## src/rtl/cksum_ctrl_pkg.sv

```systemverilog
// Shared constants for the checksum controller: channel offsets, command bits, FSM encoding.
package cksum_ctrl_pkg;

  localparam logic [6:0] CH_DATA   = 7'd0;
  localparam logic [6:0] CH_CMD    = 7'd1;
  localparam logic [6:0] CH_STAT   = 7'd2;
  localparam logic [6:0] CH_SUM_LO = 7'd3;
  localparam logic [6:0] CH_SUM_HI = 7'd4;

  localparam int CMD_CLEAR_BIT = 0;
  localparam int CMD_HOLD_BIT  = 1;

  typedef enum logic [1:0] {
    ST_IDLE  = 2'b00,
    ST_ACCUM = 2'b01,
    ST_HOLD  = 2'b10,
    ST_CLEAR = 2'b11
  } state_e;

endpackage

```

## src/rtl/cksum_ctrl_if.sv

```systemverilog
// Host channel bus: addressed byte writes (h2f) and byte reads (f2h).
interface cksum_ctrl_if;
  logic [6:0] chanAddr_in;
  logic [7:0] h2fData_in;
  logic       h2fValid_in;
  logic       h2fReady_out;
  logic [7:0] f2hData_out;
  logic       f2hValid_out;
  logic       f2hReady_in;

  modport master (
    output chanAddr_in, h2fData_in, h2fValid_in, f2hReady_in,
    input  h2fReady_out, f2hData_out, f2hValid_out
  );

  modport slave (
    input  chanAddr_in, h2fData_in, h2fValid_in, f2hReady_in,
    output h2fReady_out, f2hData_out, f2hValid_out
  );
endinterface

```

## src/rtl/byte_fifo.sv

```systemverilog
// Small byte FIFO with first-word fall-through read, synchronous flush and occupancy count.
module byte_fifo #(
  parameter int DEPTH = 4
) (
  input  logic                   clk_i,
  input  logic                   srst_i,
  input  logic                   flush_i,
  input  logic                   push_i,
  input  logic [7:0]             data_i,
  input  logic                   pop_i,
  output logic [7:0]             data_o,
  output logic                   full_o,
  output logic                   empty_o,
  output logic [$clog2(DEPTH):0] count_o
);
  localparam int AW = $clog2(DEPTH);
  localparam logic [AW:0] FULL_CNT = (AW+1)'(DEPTH);
  localparam logic [AW:0] CNT_ONE  = (AW+1)'(1);

  logic [7:0]    mem_q [DEPTH];
  logic [AW-1:0] wr_ptr_q, wr_ptr_d, rd_ptr_q, rd_ptr_d;
  logic [AW:0]   count_q, count_d;
  logic          do_push, do_pop;

  assign full_o  = (count_q == FULL_CNT);
  assign empty_o = (count_q == '0);
  assign count_o = count_q;
  assign data_o  = mem_q[rd_ptr_q];
  assign do_push = push_i & ~full_o;
  assign do_pop  = pop_i & ~empty_o;

  always_comb begin
    wr_ptr_d = wr_ptr_q;
    rd_ptr_d = rd_ptr_q;
    count_d  = count_q;
    if (do_push) wr_ptr_d = wr_ptr_q + AW'(1);
    if (do_pop)  rd_ptr_d = rd_ptr_q + AW'(1);
    if (do_push && !do_pop)      count_d = count_q + CNT_ONE;
    else if (!do_push && do_pop) count_d = count_q - CNT_ONE;
    // flush wins over a same-cycle push, so that byte is dropped
    if (flush_i) begin
      wr_ptr_d = '0;
      rd_ptr_d = '0;
      count_d  = '0;
    end
  end

  always_ff @(posedge clk_i) begin
    if (srst_i) begin
      wr_ptr_q <= '0;
      rd_ptr_q <= '0;
      count_q  <= '0;
    end else begin
      wr_ptr_q <= wr_ptr_d;
      rd_ptr_q <= rd_ptr_d;
      count_q  <= count_d;
    end
  end

  always_ff @(posedge clk_i) begin
    if (do_push) mem_q[wr_ptr_q] <= data_i;
  end
endmodule

```

## src/rtl/cksum_ctrl.sv

```systemverilog
// Host-fed byte checksum engine: buffers bytes, sums them mod 2^16, exposes status over five channels.
module cksum_ctrl
  import cksum_ctrl_pkg::*;
#(
  parameter logic [6:0] CHAN_BASE  = 7'd0,
  parameter int         FIFO_DEPTH = 4
) (
  input  logic        clk_in,
  input  logic        reset_in,
  cksum_ctrl_if.slave bus,
  output logic [15:0] checksum_out,
  output logic        busy_out
);
  localparam int CNT_W = $clog2(FIFO_DEPTH) + 1;

  state_e      state_q, state_d;
  logic        hold_q, hold_d;
  logic [15:0] checksum_q, checksum_d;
  logic [7:0]  snap_q, snap_d;

  logic             sel_data, sel_cmd, sel_stat, sel_lo, sel_hi;
  logic             fifo_full, fifo_empty, fifo_push, fifo_pop, fifo_flush;
  logic [7:0]       fifo_dout;
  logic [CNT_W-1:0] fifo_count;
  logic             cmd_wr, clear_cmd, rd_valid;
  logic [7:0]       rd_data;

  assign sel_data = (bus.chanAddr_in == CHAN_BASE + CH_DATA);
  assign sel_cmd  = (bus.chanAddr_in == CHAN_BASE + CH_CMD);
  assign sel_stat = (bus.chanAddr_in == CHAN_BASE + CH_STAT);
  assign sel_lo   = (bus.chanAddr_in == CHAN_BASE + CH_SUM_LO);
  assign sel_hi   = (bus.chanAddr_in == CHAN_BASE + CH_SUM_HI);

  // Writes to any channel other than the data port are always taken; unused ones vanish.
  assign bus.h2fReady_out = sel_data ? ~fifo_full : 1'b1;
  assign fifo_push  = sel_data & bus.h2fValid_in & ~fifo_full;
  assign fifo_pop   = (state_q == ST_ACCUM) & ~fifo_empty;
  assign fifo_flush = (state_q == ST_CLEAR);
  assign cmd_wr     = sel_cmd & bus.h2fValid_in;
  assign clear_cmd  = cmd_wr & bus.h2fData_in[CMD_CLEAR_BIT];

  assign busy_out     = ~fifo_empty | (state_q == ST_CLEAR);
  assign checksum_out = checksum_q;

  byte_fifo #(.DEPTH(FIFO_DEPTH)) u_fifo (
    .clk_i   (clk_in),
    .srst_i  (reset_in),
    .flush_i (fifo_flush),
    .push_i  (fifo_push),
    .data_i  (bus.h2fData_in),
    .pop_i   (fifo_pop),
    .data_o  (fifo_dout),
    .full_o  (fifo_full),
    .empty_o (fifo_empty),
    .count_o (fifo_count)
  );

  always_comb begin
    state_d = state_q;
    if (clear_cmd)                state_d = ST_CLEAR;
    else if (state_q == ST_CLEAR) state_d = ST_IDLE;
    else if (hold_q)              state_d = ST_HOLD;
    else begin
      unique case (state_q)
        ST_IDLE:  if (!fifo_empty) state_d = ST_ACCUM;
        ST_ACCUM: if (fifo_empty)  state_d = ST_IDLE;
        ST_HOLD:  state_d = fifo_empty ? ST_IDLE : ST_ACCUM;
        default:  state_d = ST_IDLE;
      endcase
    end
  end

  // Low byte is withheld while the sum is still moving so a 16-bit readout stays coherent.
  assign rd_valid = ~(sel_lo & ((state_q == ST_ACCUM) | (state_q == ST_CLEAR)));

  always_comb begin
    rd_data = 8'h00;
    if (sel_data)      rd_data = 8'(fifo_count);
    else if (sel_cmd)  rd_data = {6'b0, hold_q, 1'b0};
    else if (sel_stat) rd_data = {busy_out, state_q, 5'b0};
    else if (sel_lo)   rd_data = checksum_q[7:0];
    else if (sel_hi)   rd_data = snap_q;
  end

  assign bus.f2hData_out  = rd_data;
  assign bus.f2hValid_out = rd_valid;

  always_comb begin
    hold_d     = cmd_wr ? bus.h2fData_in[CMD_HOLD_BIT] : hold_q;
    checksum_d = checksum_q;
    if (state_q == ST_CLEAR) checksum_d = '0;
    else if (fifo_pop)       checksum_d = checksum_q + {8'h00, fifo_dout};
    snap_d = snap_q;
    if (sel_lo && rd_valid && bus.f2hReady_in) snap_d = checksum_q[15:8];
  end

  always_ff @(posedge clk_in) begin
    if (reset_in) begin
      state_q    <= ST_IDLE;
      hold_q     <= 1'b0;
      checksum_q <= '0;
      snap_q     <= '0;
    end else begin
      state_q    <= state_d;
      hold_q     <= hold_d;
      checksum_q <= checksum_d;
      snap_q     <= snap_d;
    end
  end
endmodule
```

## src/flat_wrapper.sv

```systemverilog
// flat-port wrapper written by rule: the top's interface ports become plain ports
module cksum_ctrl_flat import cksum_ctrl_pkg::*;
#(
  parameter logic [6:0] CHAN_BASE  = 7'd0,
  parameter int         FIFO_DEPTH = 4
)
  (clk_in, reset_in, checksum_out, busy_out, bus_chanAddr_in, bus_h2fData_in, bus_h2fValid_in, bus_f2hReady_in, bus_h2fReady_out, bus_f2hData_out, bus_f2hValid_out);
  cksum_ctrl_if bus_i ();
  input  logic clk_in;
  input  logic reset_in;
  output logic [15:0] checksum_out;
  output logic busy_out;
  input wire logic [$bits(bus_i.chanAddr_in)-1:0] bus_chanAddr_in;
  input wire logic [$bits(bus_i.h2fData_in)-1:0] bus_h2fData_in;
  input wire logic [$bits(bus_i.h2fValid_in)-1:0] bus_h2fValid_in;
  input wire logic [$bits(bus_i.f2hReady_in)-1:0] bus_f2hReady_in;
  output wire logic [$bits(bus_i.h2fReady_out)-1:0] bus_h2fReady_out;
  output wire logic [$bits(bus_i.f2hData_out)-1:0] bus_f2hData_out;
  output wire logic [$bits(bus_i.f2hValid_out)-1:0] bus_f2hValid_out;
  assign bus_i.chanAddr_in = bus_chanAddr_in;
  assign bus_i.h2fData_in = bus_h2fData_in;
  assign bus_i.h2fValid_in = bus_h2fValid_in;
  assign bus_i.f2hReady_in = bus_f2hReady_in;
  assign bus_h2fReady_out = bus_i.h2fReady_out;
  assign bus_f2hData_out = bus_i.f2hData_out;
  assign bus_f2hValid_out = bus_i.f2hValid_out;
  cksum_ctrl #(.CHAN_BASE(CHAN_BASE), .FIFO_DEPTH(FIFO_DEPTH)) u_core (.clk_in(clk_in), .reset_in(reset_in), .bus(bus_i), .checksum_out(checksum_out), .busy_out(busy_out));
endmodule
```

## config.mk

```make
export PLATFORM = sky130hd
export DESIGN_NAME = cksum_ctrl_flat
export DESIGN_NICKNAME = d
export VERILOG_FILES = /design/src/rtl/cksum_ctrl_pkg.sv /design/src/rtl/cksum_ctrl_if.sv /design/src/rtl/byte_fifo.sv /design/src/rtl/cksum_ctrl.sv /design/src/flat_wrapper.sv
export SDC_FILE = /design/constraint.sdc
export NUM_CORES = 1
export LEC_CHECK = 0
export ABC_AREA = 1
export CORE_ASPECT_RATIO = 1.2
export CORE_MARGIN = 2
export CORE_UTILIZATION = 55
export CTS_CLUSTER_SIZE = 16
export DETAILED_ROUTE_END_ITERATION = 16
export PLACE_DENSITY = 0.9
export SETUP_SLACK_MARGIN = 0.15
export SYNTH_ARGS = -nofsm -noshare
export SYNTH_HDL_FRONTEND = slang
export SYNTH_HIERARCHICAL = 1
export SYNTH_SLANG_ARGS = --single-unit
```

## constraint.sdc

```tcl
create_clock -name clk_in -period 2.3 [get_ports clk_in]
set_input_delay 0.345 -clock clk_in [delete_from_list [all_inputs] [get_ports clk_in]]
set_output_delay 0.345 -clock clk_in [all_outputs]
set_load 0.05 [all_outputs]
```

==> metrics.txt <==
Power per Cell Area 508 nW/µm²; share of cells above drive strength 1 0.267; fin util 0.762; top-count cell post-synth nand2_1; final hold viol count 0; Clock Latency Late Sink 350 ps; Int Power 0.00192 W; hold crit path type reg2reg; power share of the combinational group 0.042; Synth Cell Area 3590 µm²; # hold bufs at CTS 0; HP Start u_core/hold_q; CP Max Fanout 10; starting density of the core 0.564; top cells by count, synth nand2_1 (86), nor2_1 (57), inv_1 (55); Core ar. 6370 µm²; Met1 Wirelength 3830 µm; CP required 2550 ps; CTS H-tree lvls 3; clock power share 0.445; DRC errors left 0; antenna cells 0; post-synth cell types 38; total die area 7190 µm²; RSZ-0062 raised after global routing false; DR top layer met4; synth top area cells edfxtp_1 (27%), dfxtp_1 (20%), nand2_1 (9.0%), nor2_1 (6.0%), inv_1 (5.8%); cell chosen for the clock root clkbuf_8; # port buffers 45; Max-cap violations 0; period utilization 0.917; Sw Pwr 0.000542 W; # rows 32; leak pwr 2.10 nW; Wirelength per Cell 16.6 µm; Post-Syn Nets 466; fin. max-slew vios 0; CTS clock-pin slew for the worst setup and hold paths 80 ps; CTS Buffer Depth 2; Synth area leader edfxtp_1; clock skew 8.78 ps; gr ovfl total 0; arrival time worst endpoint 2350 ps; vias in the first global route 3329; Synth async-reset ratio 0; Via density 5.69; status complete, no violations; Worst Setup Start Kind flip-flop; global placer's final weighted congestion 0.899; first-pass detailed-route iteration total 5; initial antenna violation count 0; DR WL met2 5270 µm; CTS tree built; met3 wire len 550 µm; sw frac 0.220; top-area cell type share of the netlist area 0.268; Final ANT Viol Nets 0; syn_area_per_cell 8.31 µm²; Sequential Power Share 0.513; CP Class reg2reg; Max rail drop VDD 0.342 mV; largest net degree at the start of global routing 17; Die Y 92.5 µm; global-route wire length before repair 15300 µm; Die X 77.7 µm; Starting DRT DRC Count 380; Final Critical Period 2110 ps; sequential area share after synthesis 0.469; via count 3466; Post-synth EDFFs 32; dominant synthesized flop cell dfxtp_1; Tot GR Track Use 0.274; Peak Freq 0.474 GHz; # nets final 553; Syn. warnings 6; clock sink total 68; I/O pin cnt 46; drt total wl 10100 µm; cells after synthesis 432; hpwl dp 6380 µm; # setup viols final 0; area added between synthesis and finish 35.2%; Slew headroom 0.667; Least-Margin Pin Slew 497 ps; #FFs+latches synth 68; Hold Slack 513 ps; crit path capture type flip-flop; CTS buffer count 9
-- stage by stage --
step	setup TNS [ps]	total power [W]	worst slack, ps	std cells	instance area (µm²)
floorplan	0	0.00133	153	432	3590
global placement	-310	0.00138	-208	574	4310
detailed placement	-686	0.00138	-408	574	4310
CTS	0	0.00246	151	605	4710
global route	0	0.00252	105	609	4850
finish	0	0.00247	192	609	4850
-- layer usage --
layer | vias up | global-route usage
li1 | 1611 | -
met1 | 1652 | 0.312
met2 | 166 | 0.481
met3 | 37 | 0.0351
met4 | 0 | 0.176
met5 | - | 0
-- power by group through the flow --
stage	clock network (W)	logic [W]	registers, W
3_5_place_dp	0	0.0000909	0.00129
2_1_floorplan	0	0.0000354	0.00129
3_3_place_gp	0	0.0000869	0.00129
4_1_cts	0.00109	0.0000999	0.00126
5_1_grt	0.00115	0.000111	0.00126
6_report	0.00110	0.000103	0.00126
-- layout by cell type (no fill, tap or decap), types with 5 or more instances in the layout --
cell type and n:
dlygate4sd2_1 5, inv_2 14, nor3_1 6, a21oi_2 5, o21ai_0 8, nand2_1 78
buf_4 36, inv_1 47, a21oi_1 18, ha_1 8, nor2_2 5, dfxtp_1 33
nor2_1 53, nand2_2 13, clkbuf_8 9, clkdlybuf4s50_1 26, o21ai_1 20, nand3_2 7
buf_12 8, nand3_1 27, edfxtp_1 32
-- critical path: stages, from the launching register on --
cell and delay [ps]:
dfxtp_4 410, buf_6 160, o21ai_1 80, o22ai_2 220
ha_2 360, nand3_1 170, nand3_4 130, nand3_1 120
nand3_2 120, a21oi_1 170, nor2_1 60
-- registers in the layout, indices dropped and copies added, names as in the netlist, named ones only --
register and cells:
u_core/checksum_out 16, u_core/hold_q 1, u_core/snap_q 8, u_core/state_q 2, u_core/u_fifo/count_o 3, u_core/u_fifo/mem_q 32, u_core/u_fifo/rd_ptr_q 2, u_core/u_fifo/wr_ptr_q 2
-- worst paths after layout --
path / cells past startpoint / slack, ps / to
setup / recovery: 10 / 190 / u_core/checksum_out[15]
hold / removal: 2 / 510 / u_core/state_q[1]
setup reg to reg: 10 / 190 / u_core/checksum_out[15]
hold reg to reg: 2 / 510 / u_core/state_q[1]
-- final cells by class --
type / count / area (µm²)
Fill cell: 350 / 1520
Inverter: 63 / 244
Clock buffer: 9 / 124
Clock inverter: 7 / 98.8
Sequential cell: 68 / 1690
Tap cell: 85 / 106
Multi-Input combinational cell: 295 / 1760
Timing Repair Buffer: 82 / 831
-- kinds of logic (layout without fill, tap and decap cells) --
family                     after synthesis  after routing  share of synthesized area
and+or+nand+nor                        202            203                      0.258
AOI/OAI and AO/OA                       73             73                      0.123
buffers and inverters                   70            161                     0.0833
xor gates and xnor gates                 4              4                    0.00976
DFF                                     68             68                      0.469
adders and majority gates               15             15                     0.0565
-- what timing repair did --
item	4_1_cts	5_1_grt
setup endpoints to repair	23	26
hold endpoints to repair	0	0
pin swaps	11	14
gates resized for setup	26	39
cloned	1	0
setup buffers	14	4
Note: power is estimated with default switching activity, not from simulation.
